$ cat config.mk
export PLATFORM = sky130hd
export DESIGN_NAME = fx3_multi_thread_sm
export DESIGN_NICKNAME = d
export VERILOG_FILES = /design/src/rtl/fx3_multi_thread_sm.sv
export SDC_FILE = /design/constraint.sdc
export NUM_CORES = 1
export LEC_CHECK = 0
export CAP_MARGIN = 10
export CORE_UTILIZATION = 30
export DETAILED_ROUTE_END_ITERATION = 8
export PLACE_DENSITY_LB_ADDON = 0.25
export SYNTH_ARGS = -nofsm -noshare
export SYNTH_HDL_FRONTEND = slang
export SYNTH_SLANG_ARGS = --single-unit
$ cat constraint.sdc
create_clock -name fx3_clock -period 2.35 [get_ports fx3_clock]
set_clock_uncertainty 0.1 [all_clocks]
set_input_delay 0.47 -clock fx3_clock [delete_from_list [all_inputs] [get_ports fx3_clock]]
set_output_delay 0.47 -clock fx3_clock [all_outputs]
set_load 0.05 [all_outputs]
$ cat src/rtl/fx3_multi_thread_sm.sv
// Round-robin FX3 slave-FIFO write sequencer: picks a ready GPIF thread, drives its
// address, waits for the watermark, then strobes fx3_nWrite/fifo_read for one burst.
module fx3_multi_thread_sm #(
    parameter int NUM_THREADS       = 4,
    parameter int THREAD_ADDR_WIDTH = 2,
    parameter int BURST_WORDS       = 0,
    parameter int ADDR_SETUP        = 1,
    parameter int POST_DELAY        = 1,
    parameter int WM_TIMEOUT        = 1024,
    parameter int COUNT_WIDTH       = 16
) (
    input  logic                         fx3_clock,
    input  logic                         fx3_reset,
    input  logic                         fx3_nReady,
    input  logic [NUM_THREADS-1:0]       fx3_thReady,
    input  logic [NUM_THREADS-1:0]       fx3_thWatermark,
    input  logic                         fifo_dataReady,
    output logic                         fx3_nWrite,
    output logic [THREAD_ADDR_WIDTH-1:0] fx3_threadAddr,
    output logic                         fifo_read,
    output logic [COUNT_WIDTH-1:0]       burst_count,
    output logic                         timeout_error
);

    localparam int PHASE_MAX = (ADDR_SETUP > POST_DELAY)
                             ? ((ADDR_SETUP > WM_TIMEOUT) ? ADDR_SETUP : WM_TIMEOUT)
                             : ((POST_DELAY > WM_TIMEOUT) ? POST_DELAY : WM_TIMEOUT);
    localparam int PHASE_W   = $clog2(PHASE_MAX + 1);
    localparam int WORD_W    = (BURST_WORDS == 0) ? 1 : $clog2(BURST_WORDS + 1);

    localparam logic [PHASE_W-1:0]           ADDR_LAST   = PHASE_W'(ADDR_SETUP - 1);
    localparam logic [PHASE_W-1:0]           DELAY_LAST  = PHASE_W'(POST_DELAY - 1);
    localparam logic [PHASE_W-1:0]           WM_LAST     = PHASE_W'(WM_TIMEOUT - 1);
    localparam logic [PHASE_W-1:0]           PHASE_ONE   = PHASE_W'(1);
    localparam logic [WORD_W-1:0]            WORD_LAST   = WORD_W'(BURST_WORDS - 1);
    localparam logic [WORD_W-1:0]            WORD_MAX    = {WORD_W{1'b1}};
    localparam logic [WORD_W-1:0]            WORD_ONE    = WORD_W'(1);
    localparam logic [THREAD_ADDR_WIDTH-1:0] LAST_THREAD = THREAD_ADDR_WIDTH'(NUM_THREADS - 1);
    localparam logic [THREAD_ADDR_WIDTH-1:0] ADDR_ONE    = THREAD_ADDR_WIDTH'(1);
    localparam logic [THREAD_ADDR_WIDTH:0]   NT_EXT      = (THREAD_ADDR_WIDTH + 1)'(NUM_THREADS);
    localparam logic [COUNT_WIDTH-1:0]       COUNT_ONE   = COUNT_WIDTH'(1);

    typedef enum logic [2:0] {
        IDLE    = 3'd0,
        ADDR    = 3'd1,
        WAIT_WM = 3'd2,
        SEND    = 3'd3,
        DELAY   = 3'd4
    } state_t;

    state_t state_reg, state_next;

    logic                         nReady_q;
    logic [NUM_THREADS-1:0]       thReady_q;
    logic [NUM_THREADS-1:0]       thWatermark_q;

    logic [THREAD_ADDR_WIDTH-1:0] sel_reg, sel_next;
    logic [THREAD_ADDR_WIDTH-1:0] threadAddr_reg, threadAddr_next;
    logic [THREAD_ADDR_WIDTH-1:0] rrPtr_reg, rrPtr_next;
    logic [PHASE_W-1:0]           phaseCnt_reg, phaseCnt_next;
    logic [WORD_W-1:0]            wordCnt_reg, wordCnt_next;
    logic [COUNT_WIDTH-1:0]       burstCount_reg, burstCount_next;
    logic                         timeoutError_reg, timeoutError_next;
    logic                         nWrite_reg, nWrite_next;
    logic                         fifoRead_reg, fifoRead_next;

    logic                         idleGo;
    logic                         wmSel;
    logic                         addrDone;
    logic                         delayDone;
    logic                         wmTimeout;
    logic                         burstFull;
    logic                         sendStop;
    logic [THREAD_ADDR_WIDTH-1:0] pickIdx;

    always_ff @(posedge fx3_clock) begin
        if (fx3_reset) begin
            nReady_q      <= 1'b1;
            thReady_q     <= '0;
            thWatermark_q <= '0;
        end else begin
            nReady_q      <= fx3_nReady;
            thReady_q     <= fx3_thReady;
            thWatermark_q <= fx3_thWatermark;
        end
    end

    // Rotate the ready vector so that slot 0 is the thread at rrPtr.
    logic [NUM_THREADS-1:0]       rotReady;
    logic [THREAD_ADDR_WIDTH-1:0] rotIdx [NUM_THREADS];

    genvar gi;
    generate
        for (gi = 0; gi < NUM_THREADS; gi++) begin : g_rot
            logic [THREAD_ADDR_WIDTH:0] rotSum;
            assign rotSum      = {1'b0, rrPtr_reg} + (THREAD_ADDR_WIDTH + 1)'(gi);
            assign rotIdx[gi]  = (rotSum >= NT_EXT) ? THREAD_ADDR_WIDTH'(rotSum - NT_EXT)
                                                    : rotSum[THREAD_ADDR_WIDTH-1:0];
            assign rotReady[gi] = thReady_q[rotIdx[gi]];
        end
    endgenerate

    always_comb begin
        pickIdx = '0;
        for (int k = NUM_THREADS - 1; k >= 0; k--) begin
            if (rotReady[k]) begin
                pickIdx = rotIdx[k];
            end
        end
    end

    assign idleGo    = !nReady_q && fifo_dataReady && (|thReady_q);
    assign wmSel     = thWatermark_q[sel_reg];
    assign addrDone  = (phaseCnt_reg == ADDR_LAST);
    assign delayDone = (phaseCnt_reg == DELAY_LAST);
    assign wmTimeout = (WM_TIMEOUT != 0) && (phaseCnt_reg == WM_LAST);
    assign burstFull = (BURST_WORDS != 0) && (wordCnt_reg == WORD_LAST);
    assign sendStop  = !wmSel || nReady_q || !fifo_dataReady || burstFull;

    always_ff @(posedge fx3_clock) begin
        if (fx3_reset) begin
            state_reg <= IDLE;
        end else begin
            state_reg <= state_next;
        end
    end

    always_comb begin
        state_next = state_reg;
        case (state_reg)
            IDLE:    if (idleGo)                state_next = ADDR;
            ADDR:    if (addrDone)              state_next = WAIT_WM;
            WAIT_WM: begin
                // A watermark arriving on the timeout cycle still wins.
                if (wmSel)                      state_next = SEND;
                else if (wmTimeout)             state_next = DELAY;
            end
            SEND:    if (sendStop)              state_next = DELAY;
            DELAY:   if (delayDone)             state_next = IDLE;
            default:                            state_next = IDLE;
        endcase
    end

    always_comb begin
        sel_next          = sel_reg;
        threadAddr_next   = threadAddr_reg;
        rrPtr_next        = rrPtr_reg;
        phaseCnt_next     = phaseCnt_reg;
        wordCnt_next      = wordCnt_reg;
        burstCount_next   = burstCount_reg;
        timeoutError_next = timeoutError_reg;
        nWrite_next       = (state_reg != SEND);
        fifoRead_next     = (state_reg == SEND);
        case (state_reg)
            IDLE: begin
                phaseCnt_next = '0;
                if (idleGo) begin
                    sel_next        = pickIdx;
                    threadAddr_next = pickIdx;
                end
            end
            ADDR: begin
                phaseCnt_next = addrDone ? '0 : phaseCnt_reg + PHASE_ONE;
            end
            WAIT_WM: begin
                if (wmSel) begin
                    phaseCnt_next = '0;
                end else if (wmTimeout) begin
                    phaseCnt_next     = '0;
                    timeoutError_next = 1'b1;
                end else begin
                    phaseCnt_next = phaseCnt_reg + PHASE_ONE;
                end
            end
            SEND: begin
                // Saturation only matters in unlimited mode, where just non-zero is needed.
                if (wordCnt_reg != WORD_MAX) begin
                    wordCnt_next = wordCnt_reg + WORD_ONE;
                end
                phaseCnt_next = '0;
            end
            DELAY: begin
                if (delayDone) begin
                    phaseCnt_next = '0;
                    wordCnt_next  = '0;
                    rrPtr_next    = (sel_reg == LAST_THREAD) ? '0 : sel_reg + ADDR_ONE;
                    if (wordCnt_reg != '0) begin
                        burstCount_next = burstCount_reg + COUNT_ONE;
                    end
                end else begin
                    phaseCnt_next = phaseCnt_reg + PHASE_ONE;
                end
            end
            default: begin
                phaseCnt_next = '0;
            end
        endcase
    end

    always_ff @(posedge fx3_clock) begin
        if (fx3_reset) begin
            sel_reg          <= '0;
            threadAddr_reg   <= '0;
            rrPtr_reg        <= '0;
            phaseCnt_reg     <= '0;
            wordCnt_reg      <= '0;
            burstCount_reg   <= '0;
            timeoutError_reg <= 1'b0;
            nWrite_reg       <= 1'b1;
            fifoRead_reg     <= 1'b0;
        end else begin
            sel_reg          <= sel_next;
            threadAddr_reg   <= threadAddr_next;
            rrPtr_reg        <= rrPtr_next;
            phaseCnt_reg     <= phaseCnt_next;
            wordCnt_reg      <= wordCnt_next;
            burstCount_reg   <= burstCount_next;
            timeoutError_reg <= timeoutError_next;
            nWrite_reg       <= nWrite_next;
            fifoRead_reg     <= fifoRead_next;
        end
    end

    assign fx3_nWrite     = nWrite_reg;
    assign fifo_read      = fifoRead_reg;
    assign fx3_threadAddr = threadAddr_reg;
    assign burst_count    = burstCount_reg;
    assign timeout_error  = timeoutError_reg;

endmodule

Word level (Yosys, flattened, before mapping)
Cells that the tools add are included.
{"block": "totals", "inputBits": 12, "reg_bits": 47, "out_inout_bits": 21, "wordCells": 96}
{"block": "classes", "n_eq_ne": 12, "add_sub_neg": 11, "bitwise": 1, "reduce_logical": 18, "order_cmp": 9, "muxes": 33}
{"op": "2-to-1 mux 11 bit", "count": 3}
{"op": "case mux 11 bit (2 select lines)", "count": 1}
{"op": "2-to-1 mux 2 bit", "count": 9}
{"op": "2-to-1 mux 3 bit", "count": 6}
{"op": "adder 16 x 1 -> 16 bit, second input constant", "count": 1}
{"op": "< comparator 2 x 3 -> 1 bit, second input constant", "count": 5}
{"op": "case mux 3 bit (5 select lines)", "count": 1}
{"op": "adder 11 x 1 -> 11 bit, second input constant", "count": 1}
{"op": "== test 11 x 10 -> 1 bit, second input constant", "count": 1}
{"op": "logical NOT 11 bit", "count": 1}
{"op": "binary-select mux 1 bit (select 2 bit)", "count": 5}
{"op": "greater-or-equal comparator 3 bit, second input constant", "count": 3}
{"op": "subtractor 2 x 1 -> 2 bit, second input constant", "count": 4}
{"op": "2-to-1 mux 1 bit", "count": 7}
{"op": "adder 2 x 2 -> 3 bit, second input constant", "count": 2}
{"op": "== test 3 x 2 -> 1 bit, second input constant", "count": 2}
{"op": "!= test 2 bit, second input constant", "count": 3}
{"op": "AND reduction 2 bit", "count": 3}
{"op": "AND reduction 3 bit", "count": 2}
{"op": "AND reduction 5 bit", "count": 1}
{"op": "OR reduction 4 bit", "count": 1}
{"op": "adder 2 x 1 -> 3 bit, second input constant", "count": 1}
{"op": "== test 3 x 1 -> 1 bit, second input constant", "count": 1}
{"op": "== test 3 bit, second input constant", "count": 1}
{"op": "other kinds (15)", "count": 19}

Logic depth before layout (Yosys ltp)
Gate-level depths: netlist of run 1.
{"block": "logic_depth", "depth_word": 9, "mapped_depth": 8, "ltp_nobuf": 7}

Least setup slack after synthesis of run 1
Ideal clock, no wire load.
{"block": "synth_timing", "kind": "register to register", "startpoint": "register fx3_threadAddr[0] (netlist name)", "endpoint": "register state_reg[1]", "setup_ns": 0.117, "arrival_time_ns": 2.023, "required_ns": 2.133, "path_buffers": 0, "stages_incl_launch_ff": 6, "period_less_slack_ns": 2.241, "path_slack_ns": 0.109, "cell_sequence": "dfxtp_1 > mux4_2 > nor4_4 > a21o_1 > nor2_1 > a32o_1"}
{"item": "to (signal assigned)", "line_no": "124", "text": "state_reg <= state_next;"}
{"item": "to (decl)", "line_no": "51", "text": "state_t state_reg, state_next;"}

Worst setup path in the final report of run 1
{"block": "layout_timing", "startpoint": "register threadAddr_reg[1], in the netlist fx3_threadAddr[1]", "endpoint": "output fx3_threadAddr[1]"}
{"item": "from (decl)", "line_no": "58", "text": "logic [THREAD_ADDR_WIDTH-1:0] threadAddr_reg, threadAddr_next;"}
{"item": "from (signal assigned)", "line_no": "213", "text": "threadAddr_reg <= threadAddr_next;"}
{"item": "to (decl)", "line_no": "19", "text": "output logic [THREAD_ADDR_WIDTH-1:0] fx3_threadAddr,"}
No word-level cell between the ends.

==> flow_summary.json, run 1 <==
{
  "status": "finished, final reports clean",
  "io_buffers": 32,
  "worstPathMaxFanout": 6,
  "r2r.worst_path.cells": 6,
  "crit_cells": 1,
  "grt.total_usage": 0.126,
  "required_ps": 1780,
  "critPathCapture": "fx3_threadAddr[1]",
  "grt_pass1_vias": 1706,
  "worst_pin_slew_ps": 508,
  "area_growth_pct": 28.6,
  "routed_via_density": 4.65,
  "reg2reg_to": "phaseCnt_reg[4]",
  "layout_setup_ws_ps": 144,
  "final_max_slew_viol_count": 0,
  "ctsRootBufferMaster": "clkbuf_8",
  "ir_drop_v": 0.000246,
  "synthTopCellsByCount": "47 x dfxtp_1, 38 x nor2_1, 15 x xnor2_1",
  "crit_start": "fx3_threadAddr[1]",
  "crit_type": "reg2out",
  "die_area_um2": 7730,
  "tritoncts": "built",
  "drtPass1Iterations": 4,
  "routedWlPerCell_um": 11.8,
  "antenna_found_initial": 0,
  "dp_hpwl_um": 3280,
  "syn-num-nets": 258,
  "insertedDiodeCount": 0,
  "grt_pass1_wl_um": 7620,
  "fillers": 704,
  "cp_num_buf_inv": 1,
  "synth_area_leaders": "dfxtp_1 42%, nor2_1 6.4%, xnor2_1 5.9%, nor2b_1 3.7%, nor4_4 2.9%",
  "die_height_um": 87.9,
  "initial_utilization": 0.319,
  "cap_violations": 0,
  "arrival_ps": 1640,
  "critPathTopFamily": "buffers and inverters",
  "cts_hold_buf": 0,
  "ios": 33,
  "hp-class": "reg2reg",
  "clk_pin_slew_ps": 90,
  "synth_top_area_cell": "dfxtp_1",
  "syn-mean-instance-area_um2": 9.15,
  "async_flop_share": 0,
  "die-width_um": 87.9,
  "largest_reg_flops": 16,
  "vias": 1775,
  "cts_resized": 0,
  "synth_edf_count": 0,
  "leakagePower_nw": 0.947,
  "yosysMostFrequentCell": "dfxtp_1",
  "powerDensity_nw_per_um2": 617,
  "whs_path_depth": 1,
  "period_minus_slack_ps": 2210,
  "cts_made_buffers": 5,
  "final_cells": 382,
  "worst_setup_path_start_kind": "flop",
  "rsz0062_at_grt": "no",
  "period_share": 0.939,
  "yosys_warnings": 0,
  "grt_max_degree": 16,
  "htree_levels": 2,
  "yosys.cell_types.count": 47,
  "cts.path.max_buffers": 2,
  "tns_ps": 0,
  "endpoint_kind": "primary output",
  "yosys.area.top_type_share": 0.425,
  "drive_above_1_share": 0.122,
  "overflow": 0,
  "routed_wl_um": 4520,
  "drc": 0,
  "netlist_area_um2": 2210,
  "timing.fmax_mhz": 453,
  "setup_viol": 0,
  "crit_slowest_cell": "clkdlybuf4s50_1",
  "clk_latency_ps": 300,
  "final-hold-violation-count": 0,
  "core_area_um2": 6940,
  "syn_inst": 242,
  "maxSlewHeadroom": 0.661,
  "synth_seq_cells": 47,
  "path_cells": "clkdlybuf4s50_1",
  "row_count": 30,
  "place_congestion": 0.757,
  "antenna_left": 0,
  "dp_cells": 374,
  "r2r_slack_ps": 200,
  "yosysSeqAreaShare": 0.425,
  "synth_flop_cell": "dfxtp_1",
  "regToRegStartpoint": "phaseCnt_reg[0]",
  "post_cts_buffers": 0,
  "cpPeakStageDelay_ps": 860,
  "dp_slack_ps": 204,
  "nets": 301,
  "cts.sinks": 47,
  "drtIter0Drc": 82
}
-- layout make-up --
class | count | area [um2] | share of cell area
clock buffer | 6 | 72.6 | 0.0255
clock inverter | 2 | 60.1 | 0.0211
sequential | 47 | 941 | 0.330
timing repair buffer | 46 | 425 | 0.149
tap | 96 | 120 | 0.0422
inverter | 10 | 37.5 | 0.0132
multi-input combinational | 175 | 1190 | 0.418
-- logic make-up (layout without fill, tap and decap cells) --
| group | count (synthesis) | count (layout) | share of synthesized area |
|---|---|---|---|
| XOR/XNOR | 22 | 22 | 0.0870 |
| multiplexers | 9 | 9 | 0.0475 |
| buffers and inverters | 20 | 64 | 0.0373 |
| AO/OA/AOI/OAI | 28 | 28 | 0.0831 |
| AND/OR/NAND/NOR | 112 | 112 | 0.298 |
| adder cells (fa/ha/maj) | 4 | 4 | 0.0226 |
| flip-flops | 47 | 47 | 0.425 |
-- worst min-delay path by stage --
stage | to | start | slack, ps
after floorplan | phaseCnt_reg[0] | phaseCnt_reg[0] | 340
after global placement | phaseCnt_reg[0] | phaseCnt_reg[0] | 350
after detailed placement | phaseCnt_reg[0] | phaseCnt_reg[0] | 360
after CTS | phaseCnt_reg[0] | phaseCnt_reg[0] | 390
after global routing | phaseCnt_reg[0] | phaseCnt_reg[0] | 420
final | phaseCnt_reg[0] | phaseCnt_reg[0] | 380
-- placed cells by master, fill, tap and decap left out, drive strengths merged, types with 2 or more instances in the layout --
master,count
dfxtp,47
nor2,38
clkdlybuf4s50,32
xnor2,15
buf,14
nor2b,13
a21oi,12
nand4,11
nor4,11
inv,10
nand3,10
nand2,9
xor2,7
mux2i,6
clkbuf,6
nor3,5
nand2b,4
o21ai,4
ha,4
or3,3
o2111ai,2
and2,2
bufinv,2
mux2,2
-- power by group --
| group | total, mW | switching (mW) | internal [mW] |
|---|---|---|---|
| registers | 0.833 | 0.0147 | 0.818 |
| clock network | 0.697 | 0.272 | 0.425 |
| logic | 0.226 | 0.122 | 0.103 |
| total | 1.76 | 0.409 | 1.35 |
-- routing by layer --
metal,share of wire,track usage
met5,0,0
met4,0.013,0.0551
met3,0.035,0.0302
met2,0.46,0.204
met1,0.49,0.161
-- metrics by stage --
step	hold slack, ps	cell area [um2]	power [mW]	util
finish	378	2850	1.76	0.410
global route	418	2850	1.83	0.410
CTS	385	2850	1.77	0.410
detailed placement	362	2720	1.07	0.391
global placement	352	2720	1.08	0.391
floorplan	341	2210	1.01	-
Note: power is estimated with default switching activity, not from simulation.
==> run 2, diff against run 1 <==
--- a/config.mk
+++ b/config.mk
@@ -9,6 +9,7 @@
 export CORE_UTILIZATION = 30
 export DETAILED_ROUTE_END_ITERATION = 8
 export PLACE_DENSITY_LB_ADDON = 0.25
+export SKIP_CTS_REPAIR_TIMING = 1
 export SYNTH_ARGS = -nofsm -noshare
 export SYNTH_HDL_FRONTEND = slang
 export SYNTH_SLANG_ARGS = --single-unit
==> results of run 2 <==
Final layout, timing and power as in run 1 (identical DEF).
==> run 3, diff against run 2 <==
--- a/config.mk
+++ b/config.mk
@@ -6,7 +6,11 @@
 export NUM_CORES = 1
 export LEC_CHECK = 0
 export CAP_MARGIN = 10
+export CELL_PAD_IN_SITES_DETAIL_PLACEMENT = 0
+export CELL_PAD_IN_SITES_GLOBAL_PLACEMENT = 2
+export CORE_ASPECT_RATIO = 0.5
 export CORE_UTILIZATION = 30
+export CTS_BUF_LIST = sky130_fd_sc_hd__clkbuf_8
 export DETAILED_ROUTE_END_ITERATION = 8
 export PLACE_DENSITY_LB_ADDON = 0.25
 export SKIP_CTS_REPAIR_TIMING = 1
==> run 3 against run 2 <==
Combinational power rose by 2%; flip-flop and latch count did not move; final area fell by 0.18%; total power rose by 1.1%; global-route usage rose by 1.4 points; setup slack got worse by 33 ps; critical path depth did not move; non-clock buffer count did not move; critical path type unchanged; critical endpoint is now fx3_threadAddr[0]; largest cell class unchanged.
==> flow_summary.json, run 3 (synthesized netlist as in run 1, its figures left out) <==
{
  "status": "finished, final reports clean",
  "overflow": 0,
  "initial_utilization": 0.320,
  "routed_wl_um": 4850,
  "final-hold-violation-count": 0,
  "core_area_um2": 6910,
  "ir_drop_v": 0.000279,
  "layout_setup_ws_ps": 111,
  "nets": 301,
  "largest_reg_flops": 16,
  "clk_pin_slew_ps": 90,
  "dp_hpwl_um": 3510,
  "vias": 1789,
  "hp-class": "reg2reg",
  "grt_pass1_wl_um": 8250,
  "cts.path.max_buffers": 2,
  "row_count": 21,
  "final_max_slew_viol_count": 0,
  "drtPass1Iterations": 4,
  "die_area_um2": 7750,
  "final_cell_mix": "47 x dfxtp_1, 38 x nor2_1, 32 x clkdlybuf4s50_1, 15 x xnor2_1, 14 x buf_4",
  "rsz0062_at_grt": "no",
  "tritoncts": "built",
  "leakagePower_nw": 0.952,
  "fillers": 681,
  "worst_pin_slew_ps": 505,
  "powerDensity_nw_per_um2": 625,
  "antenna_found_initial": 0,
  "drtIter0Drc": 82,
  "worstPathMaxFanout": 6,
  "setup_viol": 0,
  "cts_made_buffers": 5,
  "insertedDiodeCount": 0,
  "worst_setup_path_start_kind": "flop",
  "routedWlPerCell_um": 12.8,
  "required_ps": 1780,
  "die-width_um": 124,
  "drive_above_1_share": 0.122,
  "timing.fmax_mhz": 447,
  "grt.total_usage": 0.140,
  "critPathTopFamily": "buffers and inverters",
  "crit_slowest_cell": "clkdlybuf4s50_1",
  "arrival_ps": 1670,
  "die_height_um": 62.8,
  "drc": 0,
  "final_common_cell": "dfxtp_1",
  "area_growth_pct": 28.4,
  "cap_violations": 0,
  "period_share": 0.953,
  "path_cells": "clkdlybuf4s50_1",
  "endpoint_kind": "primary output",
  "ctsRootBufferMaster": "clkbuf_8",
  "cts.sinks": 47,
  "grt_max_degree": 17,
  "cp_num_buf_inv": 1,
  "ios": 33,
  "hold-worst-slack_ps": 382,
  "period_minus_slack_ps": 2240,
  "io_buffers": 32,
  "crit_type": "reg2out",
  "r2r_slack_ps": 150,
  "dp_slack_ps": 164,
  "place_congestion": 0.759,
  "finish.utilization": 0.411,
  "clk_latency_ps": 310,
  "routed_via_density": 4.73,
  "htree_levels": 2,
  "tns_ps": 0,
  "grt_pass1_vias": 1681,
  "antenna_left": 0,
  "cpPeakStageDelay_ps": 860,
  "maxSlewHeadroom": 0.662
}
## run 3: area by class of cell
type,count,area (um2),area share
clock buffers,5,68.8,0.0242
clock inverters,3,63.8,0.0224
inverters,10,37.5,0.0132
multi-input cells,175,1190,0.419
flip-flops and latches,47,941,0.331
well taps,92,115,0.0405
repair buffers,46,425,0.150
## run 3: worst register-to-register path, delay by kind of cell (launching register included)
kind / cells / cell delay, ps
DFF: 1 / 410
adders and majority gates: 1 / 240
and+or+nand+nor: 4 / 1100
AOI/OAI and AO/OA: 1 / 230
## run 3: metal layers
metal | GRT usage | up-vias | wire length (um)
li1 | - | 934 | -
met1 | 0.198 | 828 | 2650
met2 | 0.196 | 19 | 1990
met3 | 0.0447 | 8 | 141
met4 | 0.0542 | 0 | 76
met5 | 0 | - | 0
## run 3: worst paths after layout
| path | startpoint | endpoint | cells after the start |
|---|---|---|---|
| setup reg to reg | phaseCnt_reg[0] | phaseCnt_reg[5] | 6 |
| hold / removal | wordCnt_reg | wordCnt_reg | 2 |
| setup / recovery | fx3_threadAddr[0] | fx3_threadAddr[0] | 1 |
| hold reg to reg | wordCnt_reg | wordCnt_reg | 2 |
## run 3: power by group
part,internal (mW),leakage (nW),switching [mW]
logic,0.105,0.501,0.125
registers,0.818,0.381,0.0155
clock network,0.421,0.0695,0.291
total,1.34,0.952,0.432
## run 3: through the flow
| step | power, mW | cells | instance area [um2] |
|---|---|---|---|
| after CTS | 1.80 | 378 | 2840 |
| final | 1.78 | 378 | 2840 |
| after global placement | 1.08 | 370 | 2710 |
| after floorplan | 1.01 | 242 | 2210 |
| after global routing | 1.87 | 378 | 2840 |
| after detailed placement | 1.08 | 370 | 2710 |
